===== src/rtl/uart_pkg.sv =====
// Shared UART definitions: transmitter state encoding, baud divider helper and ASCII constants.
package uart_pkg;

  typedef enum logic [2:0] {
    IDLE,
    START,
    DATA,
    PARITY,
    STOP
  } uart_tx_state_t;

  localparam logic [7:0] ASCII_SPACE = 8'h20;
  localparam logic [7:0] ASCII_LF    = 8'h0A;

  // Truncating division: the bit period rounds down to whole clock cycles.
  function automatic int clks_per_bit(input int clk_freq, input int baud);
    return clk_freq / baud;
  endfunction

endpackage


===== src/rtl/uart_baud_tick.sv =====
// Bit-period counter: bit_end marks the last cycle of each bit; the count restarts on clear.
module uart_baud_tick #(
  parameter int CLKS_PER_BIT = 434
) (
  input  logic clk,
  input  logic rst,
  input  logic en,
  input  logic clr,
  output logic bit_end
);

  localparam int CNT_W = (CLKS_PER_BIT > 2) ? $clog2(CLKS_PER_BIT) : 1;
  localparam logic [CNT_W-1:0] LAST = CNT_W'(CLKS_PER_BIT - 1);

  logic [CNT_W-1:0] count;

  // Wrapping at LAST restarts the count exactly when the line moves to the next bit.
  always_ff @(posedge clk or posedge rst) begin
    if (rst) begin
      count <= '0;
    end else if (clr || !en || (count == LAST)) begin
      count <= '0;
    end else begin
      count <= count + 1'b1;
    end
  end

  assign bit_end = en && !clr && (count == LAST);

endmodule


===== src/rtl/uart_tx_serializer.sv =====
// Byte-wide 8N1 UART transmitter with tx_start/tx_done handshake.
// Optional even parity bit when UART_TX_PARITY_EN is defined.
module uart_tx_serializer #(
  parameter int CLK_FREQ  = 50_000_000,
  parameter int BAUD      = 115200,
  parameter int STOP_BITS = 1
) (
  input  logic       clk,
  input  logic       rst,
  input  logic       tx_start,
  input  logic [7:0] tx_data,
  output logic       tx_busy,
  output logic       tx_done,
  output logic       uart_tx
);

  import uart_pkg::*;

  localparam int CLKS_PER_BIT = clks_per_bit(CLK_FREQ, BAUD);
  localparam logic [2:0] LAST_STOP = 3'(STOP_BITS - 1);

  if ((STOP_BITS != 1) && (STOP_BITS != 2)) begin : g_bad_stop_bits
    $error("uart_tx_serializer: STOP_BITS must be 1 or 2");
  end
  if (CLKS_PER_BIT < 2) begin : g_bad_divider
    $error("uart_tx_serializer: CLK_FREQ/BAUD must be at least 2");
  end

  uart_tx_state_t state, state_next;
  logic [7:0] shift_reg, shift_next;
  logic [2:0] bit_idx, bit_idx_next;
  logic       bit_end;
  logic       line_next;

  uart_baud_tick #(
    .CLKS_PER_BIT(CLKS_PER_BIT)
  ) u_baud_tick (
    .clk    (clk),
    .rst    (rst),
    .en     (state != IDLE),
    .clr    (state == IDLE),
    .bit_end(bit_end)
  );

`ifdef UART_TX_PARITY_EN
  logic parity_bit;

  always_ff @(posedge clk or posedge rst) begin
    if (rst) begin
      parity_bit <= 1'b0;
    end else if ((state == IDLE) && tx_start) begin
      parity_bit <= ^tx_data;
    end
  end
`endif

  always_ff @(posedge clk or posedge rst) begin
    if (rst) begin
      state     <= IDLE;
      shift_reg <= '0;
      bit_idx   <= '0;
      uart_tx   <= 1'b1;
    end else begin
      state     <= state_next;
      shift_reg <= shift_next;
      bit_idx   <= bit_idx_next;
      uart_tx   <= line_next;
    end
  end

  // bit_idx counts data bits, then is reused to count stop bits.
  always_comb begin
    state_next   = state;
    shift_next   = shift_reg;
    bit_idx_next = bit_idx;
    tx_done      = 1'b0;
    line_next    = 1'b1;

    case (state)
      IDLE: begin
        if (tx_start) begin
          state_next   = START;
          shift_next   = tx_data;
          bit_idx_next = '0;
        end
      end
      START: begin
        if (bit_end) state_next = DATA;
      end
      DATA: begin
        if (bit_end) begin
          if (bit_idx == 3'd7) begin
            bit_idx_next = '0;
`ifdef UART_TX_PARITY_EN
            state_next   = PARITY;
`else
            state_next   = STOP;
`endif
          end else begin
            bit_idx_next = bit_idx + 3'd1;
            shift_next   = shift_reg >> 1;
          end
        end
      end
`ifdef UART_TX_PARITY_EN
      PARITY: begin
        if (bit_end) state_next = STOP;
      end
`endif
      STOP: begin
        if (bit_end) begin
          if (bit_idx == LAST_STOP) begin
            state_next   = IDLE;
            bit_idx_next = '0;
            tx_done      = 1'b1;
          end else begin
            bit_idx_next = bit_idx + 3'd1;
          end
        end
      end
      default: state_next = IDLE;
    endcase

    // The line register follows the upcoming state, so it changes on the same edge as the FSM.
    case (state_next)
      START:   line_next = 1'b0;
      DATA:    line_next = shift_next[0];
`ifdef UART_TX_PARITY_EN
      PARITY:  line_next = parity_bit;
`endif
      default: line_next = 1'b1;
    endcase
  end

  assign tx_busy = (state != IDLE);

endmodule


===== config.mk =====
export PLATFORM = sky130hd
export DESIGN_NAME = uart_tx_serializer
export DESIGN_NICKNAME = d
export VERILOG_FILES = /design/src/rtl/uart_pkg.sv /design/src/rtl/uart_baud_tick.sv /design/src/rtl/uart_tx_serializer.sv
export SDC_FILE = /design/constraint.sdc
export NUM_CORES = 1
export LEC_CHECK = 0
export BUFFER_PORTS_ARGS = -buffer_cell sky130_fd_sc_hd__buf_2
export CORE_AREA = 3 3 64 66
export CTS_CLUSTER_SIZE = 16
export DETAILED_ROUTE_END_ITERATION = 8
export DIE_AREA = 0 0 67 69
export HOLD_SLACK_MARGIN = 0.03
export MAX_ROUTING_LAYER = met4
export PLACE_DENSITY_LB_ADDON = 0.25
export SLEW_MARGIN = 20
export SYNTH_ARGS = -nofsm -noshare
export SYNTH_HDL_FRONTEND = slang
export SYNTH_SLANG_ARGS = --single-unit
export TNS_END_PERCENT = 30

===== constraint.sdc =====
create_clock -name clk -period 4.25 [get_ports clk]
set_input_delay 0.2125 -clock clk [delete_from_list [all_inputs] [get_ports clk]]
set_output_delay 0.2125 -clock clk [all_outputs]
set_load 0.02 [all_outputs]

==> results of run 1 <==
## power by group through the flow
stage,sequential [uW],combinational [uW],clock (uW)
2_1_floorplan,233,5.20,0
3_3_place_gp,233,11.4,0
3_5_place_dp,233,11.8,0
4_1_cts,228,11.9,203
5_1_grt,228,13.5,213
6_report,228,11.4,197
## worst min path at each step
stage	slack [ps]	to	depth (start not counted)	from
after detailed placement	450	u_baud_tick.count[6]$_DFF_PP0_	2	rst
after floorplan	230	bit_idx[0]$_DFFE_PP0P_	1	rst
after CTS	150	u_baud_tick.count[6]$_DFF_PP0_	2	rst
after global placement	440	u_baud_tick.count[1]$_DFF_PP0_	2	rst
after global routing	170	shift_reg[7]$_DFFE_PP0P_	2	tx_data[7]
final	130	u_baud_tick.count[6]$_DFF_PP0_	2	rst
## area by class of cell
class / count / share of cell area [%]
Inverter: 8 / 1.95
Clock inverter: 1 / 1.95
Tap cell: 48 / 3.91
Multi-Input combinational cell: 93 / 46.1
Timing Repair Buffer: 13 / 4.23
Clock buffer: 3 / 2.69
Sequential cell: 24 / 39.2
## cell usage after synthesis (2+ instances only)
library cell	count	share of area, %
and3_1	7	3.2
or3b_1	2	1.3
ha_1	5	4.6
and2_1	2	0.92
nand2_1	3	0.83
a221o_1	6	4.4
o21bai_1	2	1.1
nor3_1	3	1.1
dfrtp_1	23	42
inv_1	8	2.2
nor2_1	13	3.6
or4bb_1	2	1.7
mux2_1	2	1.7
xor2_1	2	1.3
buf_2	3	1.1
o41ai_1	2	1.3
nand3_1	3	1.1
or3_1	2	0.92
xnor2_1	5	3.2
a21oi_1	3	1.1
nand2b_1	3	1.4
nor2b_1	2	0.92
o21ai_0	3	1.1
## per-layer routing
layer / GRT usage [%] / wire length [um] / vias up
li1: - / - / 502
met1: 18.4 / 1330 / 501
met2: 18.8 / 1220 / 27
met3: 3.42 / 138 / 2
met4: 3.38 / 17 / 0
met5: - / 0 / -
## cell families after synthesis
logic type / share of synthesized area [%]
XOR/XNOR: 4.52
buffers and inverters: 3.32
adder cells (fa/ha/maj): 4.62
AND/OR/NAND/NOR: 26.2
flip-flops: 44.4
multiplexers: 1.66
AO/OA/AOI/OAI: 15.2
## metrics by stage
step                utilization (%)  hold slack (ps)
floorplan                         -              226
global placement               40.3              436
detailed placement             40.3              450
CTS                            42.3              153
global route                   42.3              174
finish                         42.3              128
==> impl_metrics.toml, run 1 <==
[worst_setup_path]
start_kind = "register"
critical_path.startpoint = "u_baud_tick.count[1]$_DFF_PP0_"
arrival_ps = 1950
cp_num_cells = 6
r2r_slack_ps = 2290
end_kind = "primary output"
r2r_cells = 6
critPathCapture = "tx_done"
cp_cell_sequence = "inv_1 -> ha_1 -> nand4b_1 -> or4_4 -> nor2_1 -> buf_2"
cp.required_ps = 4040
worst_r2r_endpoint = "shift_reg[1]$_DFFE_PP0P_"
max_stage_delay_ps = 550
crit_slowest_cell = "or4_4"
path_delay_family = "simple AND/OR/NAND/NOR gates"
rr_startpoint = "bit_idx[0]$_DFFE_PP0P_"
crit_fanout = 4
crit_type = "reg2out"
critical_path_buf_inv_count = 2

[floorplan]
die_area_mm2 = 0.00462
ios = 14
core_area_mm2 = 0.00363
dieWidth_um = 67
die_h_um = 69
initial_utilization_pct = 37.3
rows = 22

[place]
finalWeightedCongestion = 0.828
post-place-ws_ps = 2300
port_buffers = 13
place_area_mm2 = 0.00147
dp_hpwl_um = 2020
numPlacedInstances = 186

[clock_tree]
cts_buffers = 3
clk_pin_slew_worst_paths_ps = 90
insertion_delay_ps = 270
cts_setup_buffers = 0
cts_num_sinks = 24
clk_path_buf_depth = 2
cts_root_buffer = "clkbuf_8"
htreeDepth = 1
cts_hold_buf = 0
cts_resized = 0
cts_tree = "built"

[global_routing]
grtUsageTotal_pct = 13.1
grt_max_degree = 25
grt_pass1_vias = 983
antenna_found_initial = 0
grt.overflow.total = 0
grt_pass1_wl_um = 4620

[yosys]
syn-cell-area_mm2 = 0.00136
synth.distinct_cells = 45
synth_seq_area_share_pct = 44.4
yosys_warnings = 0
syn_area_per_cell_um2 = 10.6
synth-seq-cells = 24
synth_edf_count = 0
synth-main-ff-cell = "dfrtp_1"
async_reset_ff_share_pct = 100
synthCells = 128
synth.net_count = 144

[power]
p_total_uw = 437
p_sw_share_pct = 17.9
vdd_drop_max_mv = 0.190
seq_power_share_pct = 52.2
leakage_uw = 0.000688
pwr-share-comb_pct = 2.6
p_clk_share_pct = 45.2
p_per_area_mw_per_mm2 = 284
switching_power_uw = 78.4
p_int_uw = 358

[timing]
timing.final.ws_setup_ps = 2090
skew_ps = 5.83
period_needed_ps = 2160
period_share_pct = 50.9
max_freq_ghz = 0.462
slew_headroom_pct = 39.7
grt_setup_unrepaired = "false"
drv_slew = 0
worst_pin_slew_ps = 903
final_hold_viol_count = 0
setup_tns_ps = 0
setup_viol = 0

[finish]
largest_reg_flops = 9
stdcell_area_mm2 = 0.00154
layout_common_cells = "dfrtp_1 (23), nor2_1 (13), buf_2 (13)"
drive_above_1_share_pct = 18.3
num_antenna_cells = 0
layout.nets = 159
area_delta_synth_final_pct = 13.4
stdcell_count = 190
fill_cells = 351
final_common_cell = "dfrtp_1"
multi_input_area_um2 = 708
seq_area_um2 = 602

[detailed_routing]
vias_per_cell = 5.43
first_pass_iters = 4
wire_per_inst_um = 14.3
ant_nets = 0
routed_wl_um = 2710
num_vias = 1032
drtIter0Drc = 32
drc_errors = 0

[flow_run]
timing.max_cap.violations = 0

[status]
outcome = "finished clean"

[worst_hold_path]
min_path_type = "in2async"
No activity file was read; power rests on OpenSTA's default activity.
==> run 2, diff against run 1 <==
clock period = 1.8 ns   (was 4.25 ns; I/O delays follow)
==> run 2 against run 1 <==
- total power up 110%
- clock-buffer cell count up 1
- global-route usage up 1.8 points
- final cell count up 9.5%
- critical path type unchanged
- routed wire length up 8.6%
- utilization up 4.3 points
- via count up 5.5%
- setup slack worse by 2100 ps
- first-iteration DRC count up 120%
- hold slack worse by 75 ps
- die area unchanged
- largest power group unchanged
- critical endpoint unchanged
- clock skew up 1.5 ps
==> impl_metrics.toml, run 2 (synthesis results as in run 1) <==
[worst_setup_path]
cp.required_ps = 1710
crit_type = "reg2out"
max_stage_delay_ps = 540
end_kind = "primary output"
crit_slowest_cell = "or4_4"
crit_fanout = 11
cp_cell_sequence = "nand2b_1 -> or4_4 -> nor2_4 -> buf_6"
arrival_ps = 1710
start_kind = "register"

[floorplan]
rows = 22
die_h_um = 69
ios = 14
dieWidth_um = 67
die_area_mm2 = 0.00462
initial_utilization_pct = 37.3
core_area_mm2 = 0.00363

[global_routing]
globalRouteMet1Util_pct = 20.1
globalRouteMet3Util_pct = 4.72
grt.overflow.total = 0
busiest_layer = "met2"
grt_max_degree = 25
grt_pass1_wl_um = 5280
use_met2_pct = 22.4
grtUsageTotal_pct = 14.9
grt_pass1_vias = 1135
antenna_found_initial = 0

[place]
finalWeightedCongestion = 0.846
dp_hpwl_um = 2140
port_buffers = 13
numPlacedInstances = 197

[power]
vdd_drop_max_mv = 0.462
pwr-share-comb_pct = 3.5
p_int_uw = 710
p_per_area_mw_per_mm2 = 530
p_clk_share_pct = 36.4
seq_power_share_pct = 60.1
p_total_uw = 897
p_sw_share_pct = 20.8
leakage_uw = 0.000765
switching_power_uw = 187

[finish]
layout_common_cells = "dfrtp_1 (21), buf_4 (17), nor2_1 (12), buf_2 (12), inv_1 (8)"
drive_above_1_share_pct = 31.9
stdcell_count = 208
area_delta_synth_final_pct = 24.8
layout.nets = 177
num_antenna_cells = 0
largest_reg_flops = 9
final_common_cell = "dfrtp_1"

[timing]
final_hold_viol_count = 0
grt_setup_unrepaired = "true"
worst_pin_slew_ps = 414
max_freq_ghz = 0.557
slew_headroom_pct = 72.3
skew_ps = 7.31
period_needed_ps = 1800
drv_slew = 0
period_share_pct = 99.8
setup_viol = 0
setup_tns_ps = 0

[detailed_routing]
ant_nets = 0
first_pass_iters = 4
drtIter0Drc = 69
routed_wl_um = 2950
drc_errors = 0
vias_per_cell = 5.24
wire_per_inst_um = 14.2
num_vias = 1089

[clock_tree]
insertion_delay_ps = 270
cts_num_sinks = 24
cts_root_buffer = "clkbuf_8"
cts_tree = "built"
cts_buffers = 3
clk_path_buf_depth = 2
htreeDepth = 1
clk_pin_slew_worst_paths_ps = 80

[status]
outcome = "finished clean"

[flow_run]
timing.max_cap.violations = 0

[worst_hold_path]
min_path_type = "in2reg"
run 2: worst max-delay path, delay by kind of cell (launching register included):
family | cells | cell delay [ps]
simple gates | 3 | 840
flops | 1 | 490
buf+inv | 1 | 120
run 2: routing by layer:
layer / vias to the layer above / wire length [um]
li1: 544 / -
met1: 531 / 1400
met2: 12 / 1420
met3: 2 / 109
met4: 0 / 9
met5: - / 0
run 2: final timing paths:
path,start,to,slack [ps],cells after the start
max,state[1]$_DFF_PP0_,tx_done,4,4
min,tx_data[7],shift_reg[7]$_DFFE_PP0P_,50,2
max reg2reg,u_baud_tick.count[2]$_DFF_PP0_,shift_reg[5]$_DFFE_PP0P_,30,5
min reg2reg,shift_reg[7]$_DFFE_PP0P_,shift_reg[7]$_DFFE_PP0P_,520,1
max in group asynchronous,rst,uart_tx$_DFF_PP1_,1110,4
min in group asynchronous,rst,u_baud_tick.count[3]$_DFF_PP0_,390,4
run 2: power groups by stage:
stage | combinational (uW) | sequential, uW | clock (uW)
floorplan | 12.3 | 549 | 0
global placement | 29.1 | 549 | 0
detailed placement | 30.1 | 549 | 0
CTS | 31.8 | 539 | 332
global route | 36.3 | 539 | 352
finish | 31.6 | 539 | 327
run 2: final cells by class:
class,count,area [um2]
fillers,373,1940
multi-input cells,93,743
flip-flops and latches,24,604
repair buffers,31,209
well taps,48,60.1
clock buffers,4,45.0
inverters,8,30.0
run 2: repair_timing:
action                                 in CTS  in global routing
pin swaps                                   3                  8
endpoints found under the hold margin      23                  0
gates cloned                                0                  0
gates resized for setup                     6                  5
hold buffers                                1                  0
buffers inserted                            2                  4
setup endpoints to repair                   4                 11
run 2: through the flow:
step | hold WS, ps | instance area (um2) | util (%) | setup WS (ps)
final | 52.8 | 1690 | 46.6 | 3.52
after global routing | 48.6 | 1690 | 46.6 | -96.7
after CTS | 49.7 | 1640 | 45.1 | -14.5
after detailed placement | 152 | 1550 | 42.7 | 6.05
after global placement | 146 | 1550 | 42.7 | 60.5
after floorplan | 104 | 1360 | - | 42.2
==> run 3, diff against run 2 <==
REMOVE_ABC_BUFFERS = 1   (was not set)
SETUP_SLACK_MARGIN = 0.2   (was not set)
clock period = 2 ns   (was 1.8 ns; I/O delays follow)
==> run 3 against run 2 <==
- global-route usage shrank 1.3 points
- design area down 2.7%
- sequential power shrank 10%
- final cell count fell by 1.4%
- critical path type unchanged
- largest power group unchanged
==> impl_metrics.toml, run 3 (synthesis results as in run 1) <==
[detailed_routing]
drc_errors = 0
drtIter0Drc = 54
routed_wl_um = 2820
ant_nets = 0
wire_per_inst_um = 13.8
first_pass_iters = 4
num_vias = 1067
vias_per_cell = 5.20

[place]
dp_hpwl_um = 1950
port_buffers = 13
numPlacedInstances = 191
finalWeightedCongestion = 0.848

[timing]
max_freq_ghz = 0.545
period_share_pct = 91.7
setup_tns_ps = 0
setup_viol = 0
slew_headroom_pct = 71.8
period_needed_ps = 1830
hold-worst-slack_ps = 54.2
drv_slew = 0
grt_setup_unrepaired = "true"
worst_pin_slew_ps = 419
skew_ps = 5.35
final_hold_viol_count = 0

[finish]
num_antenna_cells = 0
final_common_cell = "dfrtp_1"
drive_above_1_share_pct = 28.7
largest_reg_flops = 9
area_delta_synth_final_pct = 21.4
layout.nets = 174
stdcell_count = 205
layout_common_cells = "dfrtp_1 (21), buf_4 (14), nor2_1 (12), buf_2 (12)"
fill_cells = 338

[worst_setup_path]
r2r_slack_ps = 190
cp_cell_sequence = "nand4bb_4 -> or4_4 -> nor2_4 -> buf_6"
crit_fanout = 3
crit_type = "reg2out"
start_kind = "register"
cp.required_ps = 1900
end_kind = "primary output"
crit_slowest_cell = "or4_4"
arrival_ps = 1730
max_stage_delay_ps = 570

[global_routing]
grt_pass1_wl_um = 4800
grt.overflow.total = 0
grt_max_degree = 25
antenna_found_initial = 0
grt_pass1_vias = 1062
grtUsageTotal_pct = 13.6

[floorplan]
rows = 22
die_area_mm2 = 0.00462
initial_utilization_pct = 37.3
core_area_mm2 = 0.00363
die_h_um = 69
dieWidth_um = 67
ios = 14

[clock_tree]
clk_pin_slew_worst_paths_ps = 80
cts_root_buffer = "clkbuf_8"
clk_path_buf_depth = 2
insertion_delay_ps = 270
cts_num_sinks = 24
cts_tree = "built"
cts_buffers = 3
htreeDepth = 1

[power]
p_per_area_mw_per_mm2 = 488
vdd_drop_max_mv = 0.285
p_total_uw = 803
leakage_uw = 0.000754

[status]
outcome = "finished clean"

[worst_hold_path]
min_path_type = "in2reg"

[flow_run]
timing.max_cap.violations = 0
-- run 3: changes by cell type in the layout (fill, tap and decap cells not counted), sizes merged --
cell | before | now
buf | 30 | 27
-- run 3: cell type report --
type / count / area (um2) / share of cell area [%]
clock buffer: 4 / 45.0 / 2.74
inverter: 8 / 30.0 / 1.83
multi-input combinational: 93 / 719 / 43.7
sequential: 24 / 604 / 36.7
tap: 48 / 60.1 / 3.65
timing repair buffer: 28 / 186 / 11.3
-- run 3: layer usage --
| layer | vias up | track usage (%) | wire length, um |
|---|---|---|---|
| met5 | - | - | 0 |
| met3 | 4 | 3.75 | 93 |
| met1 | 516 | 17.7 | 1330 |
| li1 | 537 | - | - |
| met2 | 10 | 20.5 | 1370 |
| met4 | 0 | 4.28 | 24 |
-- run 3: power breakdown --
part	total (uW)	leakage, uW	switching, uW	internal [uW]
sequential	485	0.000303	0	485
clock	291	0.0000228	149	142
combinational	27.5	0.000428	15.6	11.9
total	803	0.000754	164	639
-- run 3: worst paths after layout --
path                                           startpoint  depth (start not counted)                        endpoint
min in group asynchronous                             rst                          4  u_baud_tick.count[4]$_DFF_PP0_
max in group asynchronous                             rst                          4               uart_tx$_DFF_PP1_
max                        u_baud_tick.count[3]$_DFF_PP0_                          4                         tx_done
min reg2reg                      shift_reg[7]$_DFFE_PP0P_                          1        shift_reg[7]$_DFFE_PP0P_
max reg2reg                u_baud_tick.count[3]$_DFF_PP0_                          4          bit_idx[1]$_DFFE_PP0P_
min                                            tx_data[7]                          2        shift_reg[7]$_DFFE_PP0P_
-- run 3: stage by stage --
step	cell area (um2)	worst slack [ps]	util, %
after floorplan	1340	241	-
after global placement	1500	176	41.4
after detailed placement	1500	158	41.4
after CTS	1610	160	44.4
after global routing	1650	99.8	45.3
final	1650	166	45.3
-- run 3: repair_timing --
action | 4_1_cts | 5_1_grt
pin swaps | 2 | 3
hold buffers | 1 | 0
endpoints found under the hold margin | 23 | 0
resized for setup | 7 | 2
buffers inserted | 5 | 4
setup endpoints to repair | 10 | 11
-- run 3: worst max-delay path: cells and delay by family (launching register included) --
kind / cells / cell delay [ps]
buf+inv: 1 / 120
flops: 1 / 430
simple gates: 3 / 910
